$ cat src/rtl/lcd_pkg.sv
// lcd_pkg: shared types and constants for the HD44780 write scheduler.
//   lcd_state_e  - scheduler FSM states
//   lcd_req_t    - latched byte {rs, data}
//   CMD_*        - controller command bytes used by the init sequence
//   init_cmd()   - init byte by index, is_long_cmd() - clear/home predicate
package lcd_pkg;

  typedef enum logic [2:0] {
    PWRUP,
    INIT_LOAD,
    IDLE,
    SETUP,
    PULSE,
    HOLD,
    WAIT
  } lcd_state_e;

  typedef struct packed {
    logic       rs;
    logic [7:0] data;
  } lcd_req_t;

  localparam logic [7:0] CMD_FUNCSET = 8'h38;  // 8-bit bus, 2 lines, 5x8 font
  localparam logic [7:0] CMD_DISPON  = 8'h0C;  // display on, cursor off
  localparam logic [7:0] CMD_ENTRY   = 8'h06;  // increment, no shift
  localparam logic [7:0] CMD_CLEAR   = 8'h01;
  localparam logic [7:0] CMD_LINE2   = 8'hC0;  // DDRAM address 0x40

  localparam int unsigned INIT_LEN = 4;

  function automatic logic [7:0] init_cmd(input logic [1:0] idx);
    logic [7:0] c;
    c = CMD_FUNCSET;
    case (idx)
      2'd0:    c = CMD_FUNCSET;
      2'd1:    c = CMD_DISPON;
      2'd2:    c = CMD_ENTRY;
      default: c = CMD_CLEAR;
    endcase
    return c;
  endfunction

  // Clear (0x01) and return-home (0x02/0x03) need the long execution time.
  function automatic logic is_long_cmd(input lcd_req_t r);
    return (!r.rs) && (r.data[7:1] == 7'b0000000);
  endfunction

  function automatic int unsigned max_u(input int unsigned a, input int unsigned b);
    return (a > b) ? a : b;
  endfunction

endpackage

$ cat src/rtl/lcd_rr_arb.sv
// lcd_rr_arb: 2-way round-robin grant for the LCD scheduler.
//   clk/rst   - clock, synchronous active-high reset
//   valid_i   - per-requester pending flags
//   accept_i  - a grant is being consumed this cycle
//   gnt_o     - one-hot grant (combinational)
// last_q records which requester was granted last; it resets to 1 so that
// requester 0 wins the first tie.
module lcd_rr_arb (
  input  logic       clk,
  input  logic       rst,
  input  logic [1:0] valid_i,
  input  logic       accept_i,
  output logic [1:0] gnt_o
);

  logic last_q, last_d;

  always_comb begin
    gnt_o = 2'b00;
    unique case (valid_i)
      2'b01:   gnt_o = 2'b01;
      2'b10:   gnt_o = 2'b10;
      2'b11:   gnt_o = last_q ? 2'b01 : 2'b10;
      default: gnt_o = 2'b00;
    endcase
  end

  assign last_d = (accept_i && (|valid_i)) ? gnt_o[1] : last_q;

  always_ff @(posedge clk) begin
    if (rst) last_q <= 1'b1;
    else     last_q <= last_d;
  end

endmodule

$ cat src/rtl/lcd_scheduler.sv
// lcd_scheduler: HD44780 8-bit write scheduler with power-up init and two
// round-robin requesters.
//   clk, rst                 - clock, synchronous active-high reset
//   reqN_valid/rs/data       - requester N byte (N=0,1)
//   reqN_ready               - one-cycle accept strobe (valid&ready = transfer)
//   lcd_e, lcd_rs, data_lcd  - controller bus; lcd_rw/lcd_on/lcd_blon constant
//   init_done                - init sequence finished
//   busy                     - FSM not in IDLE
// Every timed phase loads one shared down-counter with (duration-1) on entry
// and leaves when it reaches zero, so a phase of N lasts exactly N cycles.
module lcd_scheduler
  import lcd_pkg::*;
#(
  parameter int unsigned T_PWRUP = 2000000,
  parameter int unsigned T_AS    = 3,
  parameter int unsigned T_PW    = 25,
  parameter int unsigned T_H     = 3,
  parameter int unsigned T_SHORT = 2500,
  parameter int unsigned T_LONG  = 82000
) (
  input  logic       clk,
  input  logic       rst,
  input  logic       req0_valid,
  input  logic       req0_rs,
  input  logic [7:0] req0_data,
  output logic       req0_ready,
  input  logic       req1_valid,
  input  logic       req1_rs,
  input  logic [7:0] req1_data,
  output logic       req1_ready,
  output logic       lcd_e,
  output logic       lcd_rs,
  output logic       lcd_rw,
  output logic       lcd_on,
  output logic       lcd_blon,
  output logic [7:0] data_lcd,
  output logic       init_done,
  output logic       busy
);

  localparam int unsigned T_MAX = max_u(max_u(max_u(T_PWRUP, T_LONG), max_u(T_SHORT, T_PW)),
                                        max_u(T_AS, T_H));
  localparam int CW = $clog2(T_MAX + 1);

  localparam logic [CW-1:0] LD_PWRUP = CW'(T_PWRUP - 1);
  localparam logic [CW-1:0] LD_AS    = CW'(T_AS - 1);
  localparam logic [CW-1:0] LD_PW    = CW'(T_PW - 1);
  localparam logic [CW-1:0] LD_H     = CW'(T_H - 1);
  localparam logic [CW-1:0] LD_SHORT = CW'(T_SHORT - 1);
  localparam logic [CW-1:0] LD_LONG  = CW'(T_LONG - 1);

  lcd_state_e    state_q, state_d;
  logic [CW-1:0] cnt_q, cnt_d;
  lcd_req_t      xfer_q, xfer_d;
  logic [2:0]    idx_q, idx_d;
  logic          done_q, done_d;

  logic [1:0]    req_valid, gnt;
  logic          accept, cnt_zero;
  lcd_req_t      sel_req;

  assign req_valid = {req1_valid, req0_valid};
  assign accept    = (state_q == IDLE) && done_q && (|req_valid);
  assign cnt_zero  = (cnt_q == '0);
  assign sel_req   = gnt[1] ? {req1_rs, req1_data} : {req0_rs, req0_data};

  lcd_rr_arb u_arb (
    .clk      (clk),
    .rst      (rst),
    .valid_i  (req_valid),
    .accept_i (accept),
    .gnt_o    (gnt)
  );

  always_comb begin
    state_d = state_q;
    cnt_d   = cnt_q;
    xfer_d  = xfer_q;
    idx_d   = idx_q;
    done_d  = done_q;
    unique case (state_q)
      PWRUP: begin
        if (cnt_zero) state_d = INIT_LOAD;
        else          cnt_d   = cnt_q - 1'b1;
      end
      INIT_LOAD: begin
        xfer_d.rs   = 1'b0;
        xfer_d.data = init_cmd(idx_q[1:0]);
        idx_d       = idx_q + 3'd1;
        state_d     = SETUP;
        cnt_d       = LD_AS;
      end
      IDLE: begin
        if (accept) begin
          xfer_d  = sel_req;
          state_d = SETUP;
          cnt_d   = LD_AS;
        end
      end
      SETUP: begin
        if (cnt_zero) begin
          state_d = PULSE;
          cnt_d   = LD_PW;
        end else cnt_d = cnt_q - 1'b1;
      end
      PULSE: begin
        if (cnt_zero) begin
          state_d = HOLD;
          cnt_d   = LD_H;
        end else cnt_d = cnt_q - 1'b1;
      end
      HOLD: begin
        if (cnt_zero) begin
          state_d = WAIT;
          cnt_d   = is_long_cmd(xfer_q) ? LD_LONG : LD_SHORT;
        end else cnt_d = cnt_q - 1'b1;
      end
      WAIT: begin
        if (cnt_zero) begin
          // idx_q has already advanced past the last init byte when init is done
          if (idx_q == 3'(INIT_LEN)) begin
            state_d = IDLE;
            done_d  = 1'b1;
          end else begin
            state_d = INIT_LOAD;
          end
        end else cnt_d = cnt_q - 1'b1;
      end
      default: begin
        state_d = PWRUP;
        cnt_d   = LD_PWRUP;
      end
    endcase
  end

  always_ff @(posedge clk) begin
    if (rst) begin
      state_q <= PWRUP;
      cnt_q   <= LD_PWRUP;
      xfer_q  <= '0;
      idx_q   <= '0;
      done_q  <= 1'b0;
    end else begin
      state_q <= state_d;
      cnt_q   <= cnt_d;
      xfer_q  <= xfer_d;
      idx_q   <= idx_d;
      done_q  <= done_d;
    end
  end

  assign req0_ready = accept & gnt[0];
  assign req1_ready = accept & gnt[1];

  assign lcd_e     = (state_q == PULSE);
  assign lcd_rs    = xfer_q.rs;
  assign data_lcd  = xfer_q.data;
  assign lcd_rw    = 1'b0;
  assign lcd_on    = 1'b1;
  assign lcd_blon  = 1'b1;
  assign init_done = done_q;
  assign busy      = (state_q != IDLE);

endmodule

$ cat config.mk
export PLATFORM = sky130hd
export DESIGN_NAME = lcd_scheduler
export DESIGN_NICKNAME = d
export VERILOG_FILES = /design/src/rtl/lcd_pkg.sv /design/src/rtl/lcd_rr_arb.sv /design/src/rtl/lcd_scheduler.sv
export SDC_FILE = /design/constraint.sdc
export NUM_CORES = 1
export LEC_CHECK = 0
export CAP_MARGIN = 20
export CORE_ASPECT_RATIO = 1.75
export CORE_MARGIN = 2
export CORE_UTILIZATION = 40
export CTS_CLUSTER_SIZE = 40
export DETAILED_ROUTE_END_ITERATION = 8
export GPL_TIMING_DRIVEN = 1
export PLACE_DENSITY = 0.72
export SETUP_SLACK_MARGIN = 0.5
export SLEW_MARGIN = 25
export SYNTH_ARGS = -nofsm -noshare
export SYNTH_HDL_FRONTEND = slang
export SYNTH_SLANG_ARGS = --single-unit
$ cat constraint.sdc
create_clock -name clk -period 2.3 [get_ports clk]
set_clock_uncertainty 0.05 [all_clocks]
set_input_delay 0.46 -clock clk [delete_from_list [all_inputs] [get_ports clk]]
set_output_delay 0.46 -clock clk [all_outputs]
set_load 0.02 [all_outputs]
**Word-level counts from Yosys, hierarchy flattened**

Cells that the tools add are included.
Widths: inputs -> output; s select.

- Register bits: 38
- Bits of input ports: 22
- Output and inout bits: 17
- Logic and storage cells: 68

- Add/sub/neg operators: 2
- Equality and inequality tests: 20
- Multiplexer cells: 21
- Bitwise logic cells: 2
- Reductions and logical operators: 16

Operators with widths:

| kind | count |
|---|---|
| $pmux 21 s6 | 1 |
| $mux 21 | 5 |
| $logic_not 21->1 | 1 |
| $pmux 3 s7 | 1 |
| $sub 21x1->21 const B | 1 |
| $mux 3 | 6 |
| $mux 9 | 2 |
| $pmux 6 s3 | 1 |
| $pmux 9 s2 | 1 |
| $mux 17 | 1 |
| $eq 3x3->1 const B | 4 |
| $ne 2x2->1 const B | 6 |
| $logic_not 7->1 | 1 |
| $eq 2x2->1 const B | 3 |
| $eq 3x2->1 const B | 2 |
| $pmux 2 s3 | 1 |
| $reduce_and 6->1 | 1 |
| $eq 2x1->1 const B | 2 |
| $logic_and 1x1->1 | 4 |
| $mux 2 | 2 |
| $reduce_and 2->1 | 2 |
| $reduce_or 2->1 | 2 |
| $add 3x1->3 const B | 1 |
| $eq 3x1->1 const B | 1 |
| 8 further kinds | 9 |

**Depth between registers and ports, before layout**

- Depth in word-level cells: 5
- Gate-level depth with buffers: 10
- Mapped depth without buffers: 8

**By module**

Synthesis repeated with hierarchy kept, for this count alone.

- Cells, all modules: 326
- Area, all modules: 2541.2 um^2

By module, submodules not included:

| module | times used | cells an instance | area each (um^2) |
|---|---|---|---|
| lcd_scheduler | 1 | 319 | 2479.9 |
| lcd_rr_arb | 1 | 7 | 61.3 |

**Least setup slack after synthesis**

OpenSTA, ideal clock, no wires.

- Kind: register -> register
- From: register cnt_q[0]
- To: register cnt_q[16]
- Data arrival time: 2.115 ns
- Path slack: 0.013 ns
- Cell stages (with the launch flop): 9
- Buffers on the path: 0
- Period minus slack after synthesis: 2.287 ns
- Cells stage by stage: dfxtp_1 > inv_1 > ha_1 > nor3b_2 > nand3_4 > o31a_1 > a211oi_4 > nor4_1 > a311o_1

- Word-level cells in the longest chain between the ends: 3
- Elaborated cells on any way between the ends: 9

Ends and longest elaborated chain:

| item | line | source |
|---|---|---|
| start, declared | lcd_scheduler.sv:53 | `logic [CW-1:0] cnt_q, cnt_d;` |
| start signal, assigned | lcd_scheduler.sv:145 | `cnt_q <= cnt_d;` |
| $sub 21x1->21 / $logic_not 21->1 (equally long branches) | n/a |  |
| $mux 21 (tied with other cells) | lcd_scheduler.sv:83, lcd_scheduler.sv:119 |  |
| $pmux 21 s6 / $reduce_and 2->1 (equally long branches) | n/a |  |

Parallel ways exist; a longest one is shown, timed or not. The select of a mux whose other input is x is not followed.
A chain may end at the register's enable or synchronous reset.

**Final worst setup path**

- From: register cnt_q[17]
- To: register cnt_q[16]

- Word-level cells in the longest chain between the ends: 3
- Elaborated cells on any way between the ends: 7

Ends and longest elaborated chain:

| item | line | source |
|---|---|---|
| $logic_not 21->1 (*) | lcd_scheduler.sv:64 | `assign cnt_zero = (cnt_q == '0);` |
| $mux 21 (tied with other cells) | lcd_scheduler.sv:113 | `if (cnt_zero) begin` |
| $pmux 21 s6 / $reduce_and 2->1 (equally long branches) | n/a |  |

Mark *: on every way between the ends. The rest lies on a longest branch, timed or not.

==> metrics.csv <==
stage,metric,value,unit
finish,share of layout cells above drive strength 1,0.425,
critical_path,worst reg2reg path depth,8,
outcome,status,finished clean,
synthesis,Syn. warnings,0,
routing,Detailed Route WL,10.0,mm
clocking,clk sinks,38,
sta,"Hold Violations, Final",0,
min_path,Worst Hold Class,flip-flop to flip-flop,
synthesis,cell with the most instances after synthesis,nor2_1,
power_and_ir_drop,Worst VDD drop,339,uV
critical_path,RR Endpoint,cnt_q[16],
place,Post-DP HPWL,5.82,mm
critical_path,r2r setup slk,100,ps
critical_path,critical path launch point type,flip-flop,
sta,"Setup violations, final",0,
synthesis,post-synthesis cell type count,66,
synthesis,syn avg cell area,7.74,um2
routing,DR iter-0 viols,246,
synthesis,Post-synth EDFFs,0,
critical_path,critical path startpoint,cnt_q[17],
clocking,clock-pin slew on the worst setup and hold paths,80,ps
finish,final core area utilization,0.660,
grt,initial antenna violation count,0,
clocking,cts bufs inserted,5,
finish,"Cell Count, Final, Fillers Out",504,
clocking,insertion delay to the later sink of the worst-skew pair,300,ps
clocking,CTS tree,done,
floorplan,total core area,6130,um2
grt,GRT overflow,0,
finish,# nets final,451,
sta,RSZ-0062 raised after global routing,true,
finish,n_diodes,0,
place,Area after DPL,3180,um2
grt,largest net degree at the start of global routing,20,
place,Cells after DPL,457,
critical_path,worst-path fanout max,5,
synthesis,Synth Flop Type,dfxtp_1,
sta,final worst path period need,2200,ps
grt,vias in the first global route,3081,
synthesis,"flops & latches, synth",38,
synthesis,Yosys top cell area share,0.302,
sta,"Slew Viols, Final",0,
place,I/O Buffers,35,
sta,fin crit share,0.957,
synthesis,commonest cells in the netlist,"nor2_1 (51), dfxtp_1 (38), a21oi_1 (28), nand2_1 (28), nand3_1 (16)",
place,RePlAce Congestion,0.907,
synthesis,largest area contributor in the netlist,dfxtp_1,
sta,hold_ws,425,ps
sta,setup ws final,99.7,ps
synthesis,Syn Std Cell Area,2510,um2
routing,wire per inst,19.9,um
floorplan,die area,6960,um2
finish,synthesis-to-finish area growth,61.0,%
synthesis,Mapped Cells,325,
finish,final instance area,4050,um2
routing,vias post-DR,3073,
synthesis,main area contributors after synthesis,"dfxtp_1 (30%), nor2_1 (7.6%), a21oi_1 (5.6%)",
clocking,H-tree levels,2,
floorplan,Die Wd,63.9,um
clocking,Max Root-Sink Buffers,2,
sta,setup TNS,0,ps
power_and_ir_drop,leakage power,1.59,nW
grt,first-pass GRT wire length,14.3,mm
floorplan,Die Height,109,um
floorplan,I/O pin cnt,39,
routing,DR pass1 iterations,5,
clocking,Hold Buf Count CTS,0,
clocking,Root Driver,clkbuf_8,
routing,Vias/cell,6.10,
sta,FMAX,0.454,GHz
power_and_ir_drop,power density over cell area,474,nW/um2
critical_path,end of the critical path,cnt_q[16],
routing,Residual DRC,0,
grt,GRT Overall Usage,0.264,
critical_path,WS Path Type,flip-flop to flip-flop,
power_and_ir_drop,Pwr Total,1.92,mW
routing,Antenna Nets Post-Route,0,
critical_path,CP required,2430,ps
floorplan,row cnt,38,
critical_path,r2r startpoint,cnt_q[17],
place,worst slack at placement,-393,ps
synthesis,Synth async-reset ratio,0,
critical_path,CP arrival,2330,ps
flow_run,Max Cap Violations,0,
floorplan,initial core utilization,0.410,
synthesis,sequential area share after synthesis,0.302,
critical_path,Critical Path End Type,flip-flop,
[worst min-delay path by stage]
stage | slack [ps] | to | start | cells after the start
floorplan | 380 | u_arb.last_q | u_arb.last_q | 2
global placement | 410 | cnt_q[20] | cnt_q[20] | 2
detailed placement | 410 | u_arb.last_q | u_arb.last_q | 2
CTS | 420 | cnt_q[20] | cnt_q[20] | 2
global route | 460 | cnt_q[20] | cnt_q[20] | 2
finish | 420 | cnt_q[20] | cnt_q[20] | 2
[flip-flops by register name (all words and copies together) (netlist names)]
name          cells
init_done         1
idx_q             3
cnt_q            21
state_q           3
u_arb.last_q      1
data_lcd          8
lcd_rs            1
[per-layer routing]
layer	wire [um]	vias up	global-route usage
li1	-	1380	-
met2	5340	165	0.511
met1	3250	1455	0.239
met4	807	0	0.189
met5	0	-	0
met3	611	73	0.0454
[critical path, stage by stage, from the launching register on]
cell and delay [ps]:
dfxtp_2 350, nor4_4 290, nand3_1 130, buf_6 140
o31a_1 330, a211oi_4 210, buf_6 180, a2111oi_2 50
a311o_1 340
[logic make-up (layout without fill, tap and decap cells)]
logic type,Yosys count,after routing,share of synthesized area
and+or+nand+nor,144,145,0.300
xor gates and xnor gates,5,5,0.0174
muxes,9,9,0.0358
adders and majority gates,6,6,0.0289
AOI/OAI and AO/OA,88,88,0.234
buffers and inverters,33,130,0.0786
other,2,3,0.00299
DFF,38,38,0.302
[cells in the final DEF (no fill, tap or decap), drive strengths merged, types with 4 or more instances in the layout]
cell           count
buf               81
mux2i              9
dfxtp             38
ha                 5
a31oi              6
and2               6
a211oi             9
a21oi             28
xor2               4
o21ai             15
clkbuf             6
nand2             29
clkdlybuf4s50     20
dlygate4sd2        9
inv               10
nor3               5
nand3             17
nor4               9
or3                5
nor2              51
[cell type report]
type,count,area (um2)
Clock buffer,5,68.8
Multi-Input combinational cell,256,1990
Tap cell,80,100
Timing Repair Buffer,113,1070
Clock inverter,2,10.0
Sequential cell,38,776
Inverter,10,37.5
Fill cell,433,2080
[what timing repair did]
| action | 4_1_cts | 5_1_grt |
|---|---|---|
| resized for setup | 94 | 64 |
| pin swaps | 35 | 36 |
| gates cloned | 3 | 0 |
| buffers inserted | 23 | 14 |
| endpoints found under the setup margin | 44 | 38 |
[power by group]
group / switching [mW] / total, mW / internal [mW]
clock network: 0.249 / 0.452 / 0.204
registers: 0.0723 / 0.783 / 0.711
logic: 0.361 / 0.686 / 0.325
No activity file was read; power rests on OpenSTA's default activity.
==> variant 1: new RTL, config.mk and constraints unchanged <==
Set the parameter `T_PWRUP` to 1000000 (it was 2000000).
--- a/src/rtl/lcd_scheduler.sv
+++ b/src/rtl/lcd_scheduler.sv
@@ -13,3 +13,3 @@
 #(
-  parameter int unsigned T_PWRUP = 2000000,
+  parameter int unsigned T_PWRUP = 1000000,
   parameter int unsigned T_AS    = 3,
Formal check against the unedited RTL: same outputs for any inputs over 10 cycles, from zero or initial values and one cycle with rst high; that may be too few to reach the edited logic, so the function may still have changed.
==> variant 1 against the unedited design <==
- worst setup slack improved by 0.078 ns
- count of clock-buffer cells in the layout up 1
- routed wire length rose by 1.1%
- critical path type unchanged
- synthesized area up 5.0%
- final area rose by 1.7%
- power rose by 9.4%
- sequential cell count is 1 lower
==> variant 1: results (changes against the unedited design) <==
[setup_path]
crit_fanout=5  ; unchanged
worst-r2r-cell-count=7  ; -1
cp_slowest_cell=dfxtp_1
critPathArrivalTime_ns=2.29  ; -0.04 ns
critical_path.max_stage_delay_ns=0.39  ; +0.04 ns
critical_path.top_delay_family=simple AND/OR/NAND/NOR gates

[power_and_ir_drop]
ir_worst_vdd_v=0.0005626  ; +66%
p_int_w=0.001422  ; +15%
p_leak_nw=1.601  ; +0.58%

[synthesis]
yosys-top-cells-area=dfxtp_1 28%, a21oi_1 5.7%, nor2_1 5.5%
synthTopCellsByCount=39 x nor2_1, 37 x dfxtp_1, 30 x a21oi_1
seq_area_frac_synth_pct=28.04  ; -2.2 points
yosysWarnings=0  ; unchanged
synth_cell_types=68  ; +3.0%
ys.flop_type=dfxtp_1

[layout]
drive_gt1_share_pct=42.15  ; -0.30 points
largest_reg_flops=20  ; -4.8%
nets=455  ; +0.89%
diodes=0  ; unchanged

[clock_tree]
clk_pin_slew_worst_paths_ns=0.06  ; -0.02 ns
cts_made_buffers=5  ; unchanged
cts-root-buf=clkbuf_16
htreeDepth=2  ; unchanged
clockBufferDepth=2  ; unchanged

[route]
firstDrtPassIters=5  ; unchanged
drt_iter0_drc=274  ; +11%
wl_per_cell_um=19.88  ; about the same
vias=3133  ; +2.0%

[place]
pre_cts_ws_ns=-0.2916  ; +0.1014 ns
gp_congestion=0.9487  ; +4.6%
place_area_mm2=0.003286  ; +3.4%
port_buffers=35  ; unchanged
dp_hpwl_mm=5.806  ; -0.29%

[hold_path]
hold-path-cell-count=2  ; unchanged

[grt]
track_usage_pct=25.49  ; -0.91 points
antenna_found_initial=0  ; unchanged
grt_start_max_net_pins=33  ; +65%
grt_pass1_vias=3015  ; -2.1%
grt_pass1_wl_mm=14.52  ; +1.8%

[sta]
maxSlewViolCount=0  ; unchanged
worstMarginPinSlew_ns=0.5343

[status]
status=completed

variant 1: cell types whose count changed in the layout (fill, tap and decap cells not counted), moves of 8 or more:
| cell | before | now |
|---|---|---|
| buf_4 | 46 | 57 |
| buf_6 | 31 | 20 |
| nor3_2 | 1 | 10 |
| clkdlybuf4s50_1 | 20 | 28 |
variant 1: cells by family (layout without fill, tap and decap cells):
| kind of cell | after synthesis | after routing | share of synthesized area (%) |
|---|---|---|---|
| AOI/OAI and AO/OA | 97 | 97 | 25.44 |
| adders and majority gates | 6 | 6 | 2.842 |
| buffers and inverters | 35 | 131 | 7.484 |
| muxes | 9 | 9 | 3.553 |
| DFF | 37 | 37 | 28.04 |
| xor gates and xnor gates | 4 | 4 | 1.327 |
| and+or+nand+nor | 139 | 140 | 31.03 |
| other | 2 | 3 | 0.2843 |
variant 1: metrics by stage:
stage                     setup TNS (ns)  cells
after global routing                   0    509
final                                  0    509
after detailed placement         -0.5459    459
after floorplan                        0    330
after global placement           -0.4844    459
after CTS                              0    497
variant 1: final timing paths:
path	startpoint	endpoint	slack [ns]
worst max-delay path	cnt_q[14]$_SDFFE_PP1P_	cnt_q[16]$_SDFFE_PP1P_	0.18
worst min-delay path	u_arb.last_q$_SDFFE_PP1P_	u_arb.last_q$_SDFFE_PP1P_	0.43
worst max register to register	cnt_q[14]$_SDFFE_PP1P_	cnt_q[16]$_SDFFE_PP1P_	0.18
worst min register to register	u_arb.last_q$_SDFFE_PP1P_	u_arb.last_q$_SDFFE_PP1P_	0.43
variant 1: repair_timing:
item | 4_1_cts | 5_1_grt
endpoints found under the setup margin | 36 | 33
resized for setup | 75 | 43
hold buffers | 0 | 0
pin swaps | 29 | 30
cloned | 2 | 2
setup buffers | 29 | 10
variant 1: power by group through the flow:
| stage | sequential [W] | combinational, W | clock [W] |
|---|---|---|---|
| finish | 0.000760 | 0.000648 | 0.000694 |
| global route | 0.000768 | 0.000686 | 0.000728 |
| CTS | 0.000762 | 0.000553 | 0.000687 |
| detailed placement | 0.000771 | 0.000486 | 0 |
| global placement | 0.000768 | 0.000478 | 0 |
| floorplan | 0.000754 | 0.000329 | 0 |
variant 1: metal layers:
metal  global-route usage (%)  part of all wire, %
met1                    25.44                   34
met2                    46.19                   52
met3                    4.646                  6.3
met4                    16.81                  7.6
met5                        0                    0
variant 1: final cells by class:
| class | instances | area [um^2] |
|---|---|---|
| Sequential cell | 37 | 758.2 |
| Tap cell | 82 | 102.6 |
| Multi-Input combinational cell | 259 | 2029 |
| Clock inverter | 1 | 7.507 |
| Timing Repair Buffer | 114 | 1046 |
| Fill cell | 523 | 2321 |
| Clock buffer | 6 | 138.9 |
| Inverter | 10 | 37.54 |
variant 1: tightest hold or removal path, cell delays in order (launching register included):
cell	delay, ns
dfxtp_1	0.34
a21oi_1	0.07
nand2_1	0.05
==> variant 2: new RTL, same flow settings <==
Without the edit above. Reset style: asynchronous (`rst`), changed in 2 clocked blocks. Comments in the files are not updated.
--- a/src/rtl/lcd_rr_arb.sv
+++ b/src/rtl/lcd_rr_arb.sv
@@ -29,3 +29,3 @@
 
-  always_ff @(posedge clk) begin
+  always_ff @(posedge clk or posedge rst) begin
     if (rst) last_q <= 1'b1;
--- a/src/rtl/lcd_scheduler.sv
+++ b/src/rtl/lcd_scheduler.sv
@@ -135,3 +135,3 @@
 
-  always_ff @(posedge clk) begin
+  always_ff @(posedge clk or posedge rst) begin
     if (rst) begin
Function: same outputs for any inputs over 10 cycles, from zero or initial values and one cycle with rst high; that may be too few to reach the edited logic, so the function may still have changed.
==> variant 2 against the unedited design <==
- final area is 7.9% higher
- sequential cell count stayed put
- routed wire length is 2.0% lower
- synthesized area is 9.2% higher
- critical path depth is 2 lower
- first-iteration DRC count is 17% lower
- synthesized cell count is 1.2% lower
- worst setup slack worse by 0.015 ns
Power is not compared: it rests on default switching activity, and its combinational part moved more than twofold at a synthesized area within 25%.
==> variant 2: results (changes against the unedited design) <==
[status]
status=completed

[synthesis]
yosys-top-cells-area=dfrtp_1 22%, dfstp_2 13%, a21oi_1 4.7%
synthTopCellsByCount=34 x nor2_1, 31 x nand2_1, 26 x a21oi_1
synth_xor_area_share_pct=1.276  ; -0.47 points
synth_cell_types=65  ; -1.5%
synthAdderAreaFrac_pct=2.279  ; -0.61 points
muxShareOfSynthArea_pct=3.282  ; -0.30 points
seq_area_frac_synth_pct=35.28  ; +5.0 points
ys_async_sr_fraction_pct=100.0  ; +100 points
synth_cells=321  ; -1.2%

[route]
drt_iter0_drc=205  ; -17%
wl_met2_mm=5.531  ; +3.5%
wl_per_cell_um=19.09  ; -3.9%
vias_per_cell=6.074  ; -0.38%
dr_wl_met3_um=418  ; -32%
wl_met1_mm=3.170  ; -2.4%
firstDrtPassIters=4  ; -1

[grt]
grt_pass1_wl_mm=14.81  ; +3.9%
track_usage_pct=25.91  ; -0.50 points
use_met1_pct=24.89  ; +0.95 points
grt_start_max_net_pins=39  ; +95%
met2_usage_pct=48.27  ; -2.8 points
grt_pass1_vias=3040  ; -1.3%
use_met3_pct=4.043  ; -0.50 points

[setup_path]
critPathArrivalTime_ns=1.71  ; -0.62 ns
critical_path.max_stage_delay_ns=0.44  ; +0.09 ns
crit_fanout=3  ; -2
path_class=flip-flop to output pin
cp_slowest_cell=dfrtp_2
critical_path.top_delay_family=simple AND/OR/NAND/NOR gates
r2r_start=state_q[0]$_DFFE_PP0P_

[place]
dp_hpwl_mm=6.466  ; +11%
gp_congestion=0.9249  ; +2.0%
dp_cells=465  ; +1.8%
place_area_mm2=0.003522  ; +11%

[layout]
stdcell_count=514  ; +2.0%
n_fill_cell=542  ; +25%
drive_gt1_share_pct=40.23  ; -2.2 points
nets=456  ; +1.1%

[clock_tree]
clk_pin_slew_worst_paths_ns=0.06  ; -0.02 ns
cts-root-buf=clkbuf_16

[hold_path]
holdCritStartpoint=data_lcd[0]$_DFFE_PP0P_

## variant 2: layout make-up
cell class	count	area (um^2)	share of cell area, %
Clock buffer	6	138.9	3.177
Clock inverter	2	12.51	0.2862
Inverter	11	43.79	1.002
Multi-Input combinational cell	252	1941	44.39
Sequential cell	38	969.7	22.18
Tap cell	84	105.1	2.404
Timing Repair Buffer	121	1161	26.56
## variant 2: path summary, 6_finish.rpt
kind	end	slack, ns	cells past startpoint
max in group asynchronous	state_q[0]$_DFFE_PP0P_	1.28	3
max reg2reg	cnt_q[11]$_DFFE_PP0P_	0.09	8
max	req0_ready	0.08	6
min in group asynchronous	data_lcd[7]$_DFFE_PP0P_	0.54	3
min	data_lcd[0]$_DFFE_PP0P_	0.45	2
min reg2reg	data_lcd[0]$_DFFE_PP0P_	0.45	2
## variant 2: power breakdown
part	switching (W)	internal, W	total (W)
clock network	0.000281	0.000429	0.000710
registers	0	0.000670	0.000670
logic	0.0000348	0.0000473	0.0000821
## variant 2: cell families (layout without fill, tap and decap cells)
kind of cell               after synthesis  after routing
xor gates and xnor gates                 4              4
DFF                                     38             38
and+or+nand+nor                        123            124
muxes                                    9              9
buffers and inverters                   33            140
other                                    2              3
adders and majority gates                5              5
AOI/OAI and AO/OA                      107            107
## variant 2: through the flow
step           worst slack (ns)  power [W]  TNS, ns
2_1_floorplan           0.06884  0.0007133        0
3_3_place_gp            -0.3297  0.0007560   -2.271
3_5_place_dp            -0.3374  0.0007579   -3.197
4_1_cts                  0.1368   0.001472        0
5_1_grt                 0.01260   0.001500        0
6_report                0.08458   0.001462        0
## variant 2: timing repair
item / CTS / global route
endpoints found under the setup margin: 39 / 40
buffers inserted: 21 / 17
gates cloned: 3 / 0
hold buffers: 0 / 0
pin swaps: 22 / 24
resized for setup: 73 / 41
